## config.mk

```make
export PLATFORM = sky130hd
export DESIGN_NAME = rv_wb_arbiter_flat
export DESIGN_NICKNAME = d
export VERILOG_FILES = /design/src/rtl/rv_wb_arbiter_if.sv /design/src/rtl/rv_wb_arbiter.sv /design/src/flat_wrapper.sv
export SDC_FILE = /design/constraint.sdc
export NUM_CORES = 1
export LEC_CHECK = 0
export CORE_AREA = 2 2 111 113
export DETAILED_ROUTE_END_ITERATION = 8
export DIE_AREA = 0 0 113 115
export PLACE_DENSITY = 0.65
export RECOVER_POWER = 100
export SLEW_MARGIN = 20
export SYNTH_ARGS = -nofsm -noshare
export SYNTH_HDL_FRONTEND = slang
export SYNTH_SLANG_ARGS = --single-unit
export TNS_END_PERCENT = 30
```

## constraint.sdc

```tcl
create_clock -name i_clk -period 3.5 [get_ports i_clk]
set_input_delay 1.05 -clock i_clk [delete_from_list [all_inputs] [get_ports i_clk]]
set_output_delay 1.05 -clock i_clk [all_outputs]
set_load 0.01 [all_outputs]
```

## src/rtl/rv_wb_arbiter_if.sv

```systemverilog
// rv_wb_arbiter_if: two-master Wishbone bundle between the masters, the arbiter and the slave
interface rv_wb_arbiter_if;
  logic [1:0]  i_m_cyc;
  logic [1:0]  i_m_stb;
  logic [1:0]  i_m_we;
  logic [7:0]  i_m_sel;
  logic [63:0] i_m_adr;
  logic [63:0] i_m_dat;
  logic [1:0]  o_m_ack;
  logic [1:0]  o_m_err;
  logic [31:0] o_m_dat;
  logic [31:0] o_wb_adr;
  logic [31:0] o_wb_dat;
  logic        o_wb_we;
  logic [3:0]  o_wb_sel;
  logic        o_wb_stb;
  logic        o_wb_cyc;
  logic [31:0] i_wb_dat;
  logic        i_wb_ack;
  logic [1:0]  o_grant;
  modport slave (
    input  i_m_cyc, i_m_stb, i_m_we, i_m_sel, i_m_adr, i_m_dat, i_wb_dat, i_wb_ack,
    output o_m_ack, o_m_err, o_m_dat, o_wb_adr, o_wb_dat, o_wb_we, o_wb_sel, o_wb_stb, o_wb_cyc, o_grant
  );
  modport master (
    output i_m_cyc, i_m_stb, i_m_we, i_m_sel, i_m_adr, i_m_dat, i_wb_dat, i_wb_ack,
    input  o_m_ack, o_m_err, o_m_dat, o_wb_adr, o_wb_dat, o_wb_we, o_wb_sel, o_wb_stb, o_wb_cyc, o_grant
  );
endinterface

```

## src/rtl/rv_wb_arbiter.sv

```systemverilog
// rv_wb_arbiter: two-master round-robin Wishbone arbiter with an ack timeout
module rv_wb_arbiter #(
  parameter int TIMEOUT   = 255,
  parameter int CNT_WIDTH = 8
) (
  input logic            i_clk,
  input logic            i_reset_n,
  rv_wb_arbiter_if.slave bus
);
  typedef enum logic [1:0] {IDLE, BUSY, ERR} state_t;
  localparam logic [CNT_WIDTH-1:0] CNT_MAX = (TIMEOUT == 0) ? {CNT_WIDTH{1'b1}} : CNT_WIDTH'(TIMEOUT - 1);
  state_t state, state_nx;
  logic owner, owner_nx, last, last_nx;
  logic [CNT_WIDTH-1:0] cnt, cnt_nx;
  logic busy, own_cyc, own_stb, run, tmo;
  logic [1:0] own_hot;
  always_ff @(posedge i_clk or negedge i_reset_n) begin
    if (!i_reset_n) begin
      state <= IDLE;
      owner <= 1'b0;
      last  <= 1'b1;
      cnt   <= '0;
    end else begin
      state <= state_nx;
      owner <= owner_nx;
      last  <= last_nx;
      cnt   <= cnt_nx;
    end
  end
  always_comb begin
    busy     = state == BUSY;
    own_cyc  = bus.i_m_cyc[owner];
    own_stb  = bus.i_m_stb[owner];
    own_hot  = owner ? 2'b10 : 2'b01;
    run      = busy && own_cyc && own_stb && !bus.i_wb_ack;
    // ack on the last allowed cycle beats the timeout
    tmo      = TIMEOUT != 0 && run && cnt == CNT_MAX;
    cnt_nx   = !run ? '0 : (cnt == CNT_MAX) ? cnt : cnt + 1'b1;
    state_nx = state;
    owner_nx = owner;
    last_nx  = last;
    if (state == IDLE && |bus.i_m_cyc) begin
      state_nx = BUSY;
      owner_nx = &bus.i_m_cyc ? ~last : bus.i_m_cyc[1];
    end else if (busy && !own_cyc) begin
      state_nx = IDLE;
      last_nx  = owner;
    end else if (tmo) begin
      state_nx = ERR;
    end else if (state == ERR) begin
      state_nx = IDLE;
      last_nx  = owner;
    end
    bus.o_wb_cyc = busy && own_cyc;
    bus.o_wb_stb = busy && own_stb;
    bus.o_wb_we  = busy && bus.i_m_we[owner];
    bus.o_wb_sel = busy ? bus.i_m_sel[{owner, 2'b00} +: 4] : 4'h0;
    bus.o_wb_adr = busy ? bus.i_m_adr[{owner, 5'd0} +: 32] : 32'h0;
    bus.o_wb_dat = busy ? bus.i_m_dat[{owner, 5'd0} +: 32] : 32'h0;
    bus.o_m_ack  = (busy && bus.i_wb_ack) ? own_hot : 2'b00;
    bus.o_m_err  = (state == ERR) ? own_hot : 2'b00;
    bus.o_grant  = busy ? own_hot : 2'b00;
    bus.o_m_dat  = bus.i_wb_dat;
  end
endmodule

```

## src/flat_wrapper.sv

```systemverilog
// flat-port wrapper written by rule: the top's interface ports become plain ports
module rv_wb_arbiter_flat 
#(
  parameter int TIMEOUT   = 255,
  parameter int CNT_WIDTH = 8
)
  (i_clk, i_reset_n, bus_i_m_cyc, bus_i_m_stb, bus_i_m_we, bus_i_m_sel, bus_i_m_adr, bus_i_m_dat, bus_i_wb_dat, bus_i_wb_ack, bus_o_m_ack, bus_o_m_err, bus_o_m_dat, bus_o_wb_adr, bus_o_wb_dat, bus_o_wb_we, bus_o_wb_sel, bus_o_wb_stb, bus_o_wb_cyc, bus_o_grant);
  rv_wb_arbiter_if bus_i ();
  input logic i_clk;
  input logic i_reset_n;
  input wire logic [$bits(bus_i.i_m_cyc)-1:0] bus_i_m_cyc;
  input wire logic [$bits(bus_i.i_m_stb)-1:0] bus_i_m_stb;
  input wire logic [$bits(bus_i.i_m_we)-1:0] bus_i_m_we;
  input wire logic [$bits(bus_i.i_m_sel)-1:0] bus_i_m_sel;
  input wire logic [$bits(bus_i.i_m_adr)-1:0] bus_i_m_adr;
  input wire logic [$bits(bus_i.i_m_dat)-1:0] bus_i_m_dat;
  input wire logic [$bits(bus_i.i_wb_dat)-1:0] bus_i_wb_dat;
  input wire logic [$bits(bus_i.i_wb_ack)-1:0] bus_i_wb_ack;
  output wire logic [$bits(bus_i.o_m_ack)-1:0] bus_o_m_ack;
  output wire logic [$bits(bus_i.o_m_err)-1:0] bus_o_m_err;
  output wire logic [$bits(bus_i.o_m_dat)-1:0] bus_o_m_dat;
  output wire logic [$bits(bus_i.o_wb_adr)-1:0] bus_o_wb_adr;
  output wire logic [$bits(bus_i.o_wb_dat)-1:0] bus_o_wb_dat;
  output wire logic [$bits(bus_i.o_wb_we)-1:0] bus_o_wb_we;
  output wire logic [$bits(bus_i.o_wb_sel)-1:0] bus_o_wb_sel;
  output wire logic [$bits(bus_i.o_wb_stb)-1:0] bus_o_wb_stb;
  output wire logic [$bits(bus_i.o_wb_cyc)-1:0] bus_o_wb_cyc;
  output wire logic [$bits(bus_i.o_grant)-1:0] bus_o_grant;
  assign bus_i.i_m_cyc = bus_i_m_cyc;
  assign bus_i.i_m_stb = bus_i_m_stb;
  assign bus_i.i_m_we = bus_i_m_we;
  assign bus_i.i_m_sel = bus_i_m_sel;
  assign bus_i.i_m_adr = bus_i_m_adr;
  assign bus_i.i_m_dat = bus_i_m_dat;
  assign bus_i.i_wb_dat = bus_i_wb_dat;
  assign bus_i.i_wb_ack = bus_i_wb_ack;
  assign bus_o_m_ack = bus_i.o_m_ack;
  assign bus_o_m_err = bus_i.o_m_err;
  assign bus_o_m_dat = bus_i.o_m_dat;
  assign bus_o_wb_adr = bus_i.o_wb_adr;
  assign bus_o_wb_dat = bus_i.o_wb_dat;
  assign bus_o_wb_we = bus_i.o_wb_we;
  assign bus_o_wb_sel = bus_i.o_wb_sel;
  assign bus_o_wb_stb = bus_i.o_wb_stb;
  assign bus_o_wb_cyc = bus_i.o_wb_cyc;
  assign bus_o_grant = bus_i.o_grant;
  rv_wb_arbiter #(.TIMEOUT(TIMEOUT), .CNT_WIDTH(CNT_WIDTH)) u_core (.i_clk(i_clk), .i_reset_n(i_reset_n), .bus(bus_i));
endmodule
```

# Word level (Yosys, flattened, before mapping)
# Cells that the tools add are included.
[word_totals] input_bits=177 output_inout_bits=109 register_bits=12
[op_classes] magnitude_cmp=1 bitwise_logic=2 reduce_logical=17 n_addsub=1 n_eq_ne=5 shift=3 n_mux=23
[op_table] cell="$shiftx 64x7->32" n=2
[op_table] cell="$mux 32" n=2
[op_table] cell="$mux 2" n=8
[op_table] cell="$mux 8" n=2
[op_table] cell="$mux 1" n=10
[op_table] cell="$logic_and 1x1->1" n=9
[op_table] cell="$add 8x1->8 const B" n=1
[op_table] cell="$eq 8x8->1 const B" n=1
[op_table] cell="$shiftx 8x4->4" n=1
[op_table] cell="$mux 4" n=1
[op_table] cell="$ne 2x2->1 const B" n=2
[op_table] cell="$reduce_bool 4->1" n=1
[op_table] cell="$reduce_and 3->1" n=1
[op_table] cell="$eq 2x1->1 const B" n=1
[op_table] cell="$eq 2x2->1 const B" n=1
[op_table] cell="$logic_not 1->1" n=2
[op_table] cell="$logic_not 2->1" n=1
[op_table] cell="$lt 1x2->1 const B" n=1
[op_table] cell="$not 1->1" n=2
[op_table] cell="$reduce_and 2->1" n=1
[op_table] cell="$reduce_bool 2->1" n=1
[op_table] cell="$reduce_or 2->1" n=1

# Depth between registers and ports, before layout
[depth] ltp_word=9 mapped_depth=6 ltp_nobuf=5

# Worst setup path after synthesis
# OpenSTA, ideal clock, no wires.
[synth_timing] path_type="reg2out" from="reg u_core.state[1]" to="out bus_o_wb_adr[10]" arrival_ns=1.433 required_time_ns=2.450 stages_incl_launch_ff=6 setup_slack_ns=1.017 path_cell_list="dfrtp_1 nand2b_4 buf_6 nor2_1 clkbuf_1 a22o_1"
[synth_via] elab_chain_len=2
[synth_lines] element="from (decl)" line_no="rv_wb_arbiter.sv:12" source="state_t state, state_nx;"
[synth_lines] element="from (signal assigned)" line_no="rv_wb_arbiter.sv:24" source="state <= state_nx;"
[synth_lines] element="$eq 2x1->1" line_no="rv_wb_arbiter.sv:31" source="busy = state == BUSY;"
[synth_lines] element="$mux 32" line_no="rv_wb_arbiter.sv:58" source="bus.o_wb_adr = busy ? bus.i_m_adr[{owner, 5'd0} +: 32] : 32'h0;"
[synth_lines] element="to (decl)" line_no="flat_wrapper.sv:22" source="output wire logic [$bits(bus_i.o_wb_adr)-1:0] bus_o_wb_adr;"
# Every way passes these cells.

# Final worst setup path
[layout_timing] from="in bus_i_m_sel[0]" to="out bus_o_wb_sel[0]"
[layout_via] elab_chain_len=2
[layout_lines] element="from (decl)" line_no="flat_wrapper.sv:14" source="input wire logic [$bits(bus_i.i_m_sel)-1:0] bus_i_m_sel;"
[layout_lines] element="$shiftx 8x4->4" line_no="rv_wb_arbiter.sv:57" source="bus.o_wb_sel = busy ? bus.i_m_sel[{owner, 2'b00} +: 4] : 4'h0;"
[layout_lines] element="$mux 4" line_no="rv_wb_arbiter.sv:57"
[layout_lines] element="to (decl)" line_no="flat_wrapper.sv:25" source="output wire logic [$bits(bus_i.o_wb_sel)-1:0] bus_o_wb_sel;"
# Every way passes these cells.

==> metrics.md <==
| Metric | Value |
|---|---|
| Outcome | finished with violations |
| Violated checks | design-rule violations |
| Die H | 115 um |
| Lkg Pwr | 1.62 nW |
| NumNets Final | 562 |
| PortBufs | 221 |
| Clock sinks | 12 |
| Fillcell total | 1209 |
| Distinct cells, synth | 38 |
| Setup TNS | 0 ns |
| Grt ovf | 0 |
| Cell Area, Placed | 3850 um2 |
| Post-Syn Nets | 383 |
| Cell area after synthesis | 1720 um2 |
| Worst-Skew Late Latency | 0.24 ns |
| Register area share after synthesis | 17.5% |
| R2r setup slk | 1.73 ns |
| WP data required | 2.45 ns |
| Layout area overhead | 127% |
| Cells on worst reg2reg path | 3 |
| DP Worst Slack | 0.103 ns |
| FF-to-FF End | u_core.state[0] |
| Final worst slack | 0.0695 ns |
| CP max FO | 1 |
| Yosys Warn Count | 0 |
| VDD IR max | 0.000361 V |
| DP HPWL | 8350 um |
| Via density per instance | 4.53 |
| Tcrit/Tclk final | 98.0% |
| Hold Startpoint | u_core.last |
| Vias in the first global route | 2445 |
| N_diodes | 0 |
| Post-synthesis cell count | 204 |
| Pin count of the biggest net entering global routing | 40 |
| Tightest Hold Check Type | register to register |
| Dpl cells | 525 |
| Layout cells sized above 1 | 4.45% |
| Setup violators final | 0 |
| RePlAce Congestion | 0.779 |
| Post-CTS Setup Repair Bufs | 0 |
| Initial Util | 14.6% |
| First-pass GRT wire length | 14100 um |
| Max-Cap Viols | 0 |
| WHS Path Cells | 2 |
| CTS Buf Count | 3 |
| GRT Overall Usage | 14.1% |
| Most frequent cells in the layout | clkdlybuf4s50_1 (151), dlygate4sd3_1 (70), a22o_1 (69) |
| Pins over their slew limit | 0 |
| Pwr dens | 633 nW/um2 |
| Worst setup path start | bus_i_m_sel[0] |
| Layout Cell Area excl Fill | 3900 um2 |
| Clock Tree Buf Depth | 2 |
| # DRC | 20 |
| Most common cell after layout, fill and taps aside | clkdlybuf4s50_1 |
| Crit path launch type | input pin |
| Dominant synthesized flop cell | dfrtp_1 |
| Initial DRC Count | 158 |
| FFs w/ async S/R, synth | 100% |
| Wirelength, routed | 10200 um |
| RSZ-0062 raised after global routing | false |
| # IOs | 286 |
| ANT nets after route | 0 |
| Row count | 40 |
| Least-Margin Pin Slew | 0.540 ns |
| CTS resizes | 0 |
| Worst Path Arrival | 2.38 ns |
| Min Tclk post-route | 3.43 ns |
| Vias | 2395 |
| Core area | 11800 um2 |
| Final hold vios | 0 |
| Drt first pass iters | 7 |
| Hold path endpoint | u_core.last |
| Worst-path clk slew | 0.04 ns |
| CTS tree | done |
| Avg Synthesized Cell Area | 8.44 um2 |
| Flops & latches, synth | 12 |
| Die Span X | 113 um |
| Final Non-Filler Cells | 529 |
| Rel. slew slack | 63.9% |
| Initial antenna violation count | 0 |
| Fmax | 292 MHz |
| Htree depth | 1 |
| Clock Tree Root | clkbuf_16 |
| Critical Path End Type | output pin |
| WL per Instance | 19.2 um |
| Hold_buf cts | 0 |
| Critical path class | input pin to output pin |
| R2R Path Start | u_core.owner |
| Utilization after layout | 33.0% |
| Clock skew | 0.00349 ns |
| EDFF count, synth | 0 |
| Die area | 13000 um2 |
-- report_power, final --
group	internal, W	switching (W)	leakage [nW]	total [W]
logic	0.00108	0.000954	1.42	0.00204
registers	0.000162	0.0000422	0.159	0.000205
clock network	0.000172	0.0000575	0.0442	0.000230
total	0.00142	0.00105	1.62	0.00247
-- state kept, by name, indices dropped and copies added (netlist names) --
register,count
u_core.cnt,8
u_core.owner,1
u_core.last,1
u_core.state,2
-- kinds of logic (layout without fill, tap and decap cells) --
logic type / count (synthesis) / after routing / share of synthesized area [%]
buf+inv: 58 / 236 / 21.5
flops: 12 / 12 / 17.5
fa+ha+maj: 2 / 2 / 1.45
simple gates: 38 / 38 / 13.7
compound gates: 91 / 91 / 44.0
mux: 3 / 3 / 1.82
-- layer usage --
metal	GRT usage, %	vias to the layer above	wire, um	share of wire [%]
met4	1.95	0	98	0.97
met2	24.6	159	4850	48
met1	17.5	1112	4040	40
met3	4.64	6	1160	11
met5	0	-	0	0
li1	-	1118	-	-
-- cell usage after synthesis, types with 2 or more instances --
master	instances	area [um2]
ha_1	2	25.0
a22o_1	69	604
buf_6	2	22.5
mux2i_1	2	20.0
nand2_1	4	15.0
and3_1	2	12.5
a21oi_1	4	20.0
nor2_1	9	33.8
a31oi_1	6	37.5
nor3_1	4	20.0
and2_1	2	12.5
o21ai_0	3	15.0
buf_2	11	55.1
a211oi_2	3	37.5
inv_1	5	18.8
buf_4	33	248
nor3_2	4	40.0
dfrtp_1	11	275
nand4_1	4	25.0
clkbuf_1	6	22.5
-- how the worst max path moves through the flow --
stage                  endpoint  slack, ns  cells past startpoint
3_3_place_gp   bus_o_wb_adr[28]       0.10                      3
4_1_cts          bus_o_m_ack[0]        0.1                      3
6_report        bus_o_wb_sel[0]       0.07                      3
3_5_place_dp     bus_o_m_ack[0]       0.10                      3
2_1_floorplan  bus_o_wb_adr[10]       1.02                      5
5_1_grt          bus_o_m_ack[1]       0.04                      3
-- per-stage QoR --
stage | total power (W) | hold WS [ns]
global route | 0.00264 | 0.557
detailed placement | 0.00242 | 0.525
finish | 0.00247 | 0.529
CTS | 0.00269 | 0.534
floorplan | 0.00120 | 0.481
global placement | 0.00244 | 0.505
-- cell type report --
cell class                 count  area, um2  share of cell area [%]
timing repair buffer         227       2280                    58.4
sequential                    12        302                    7.73
inverter                       5       18.8                   0.481
multi-input combinational    134       1030                    26.4
tap                          147        184                    4.71
clock buffer                   4       88.8                    2.28
-- worst max-delay path: stages --
cell and delay (ns):
clkdlybuf4s50_1 0.47, a22o_1 0.15, dlygate4sd3_1 0.70
Note: power is estimated with default switching activity, not from simulation.
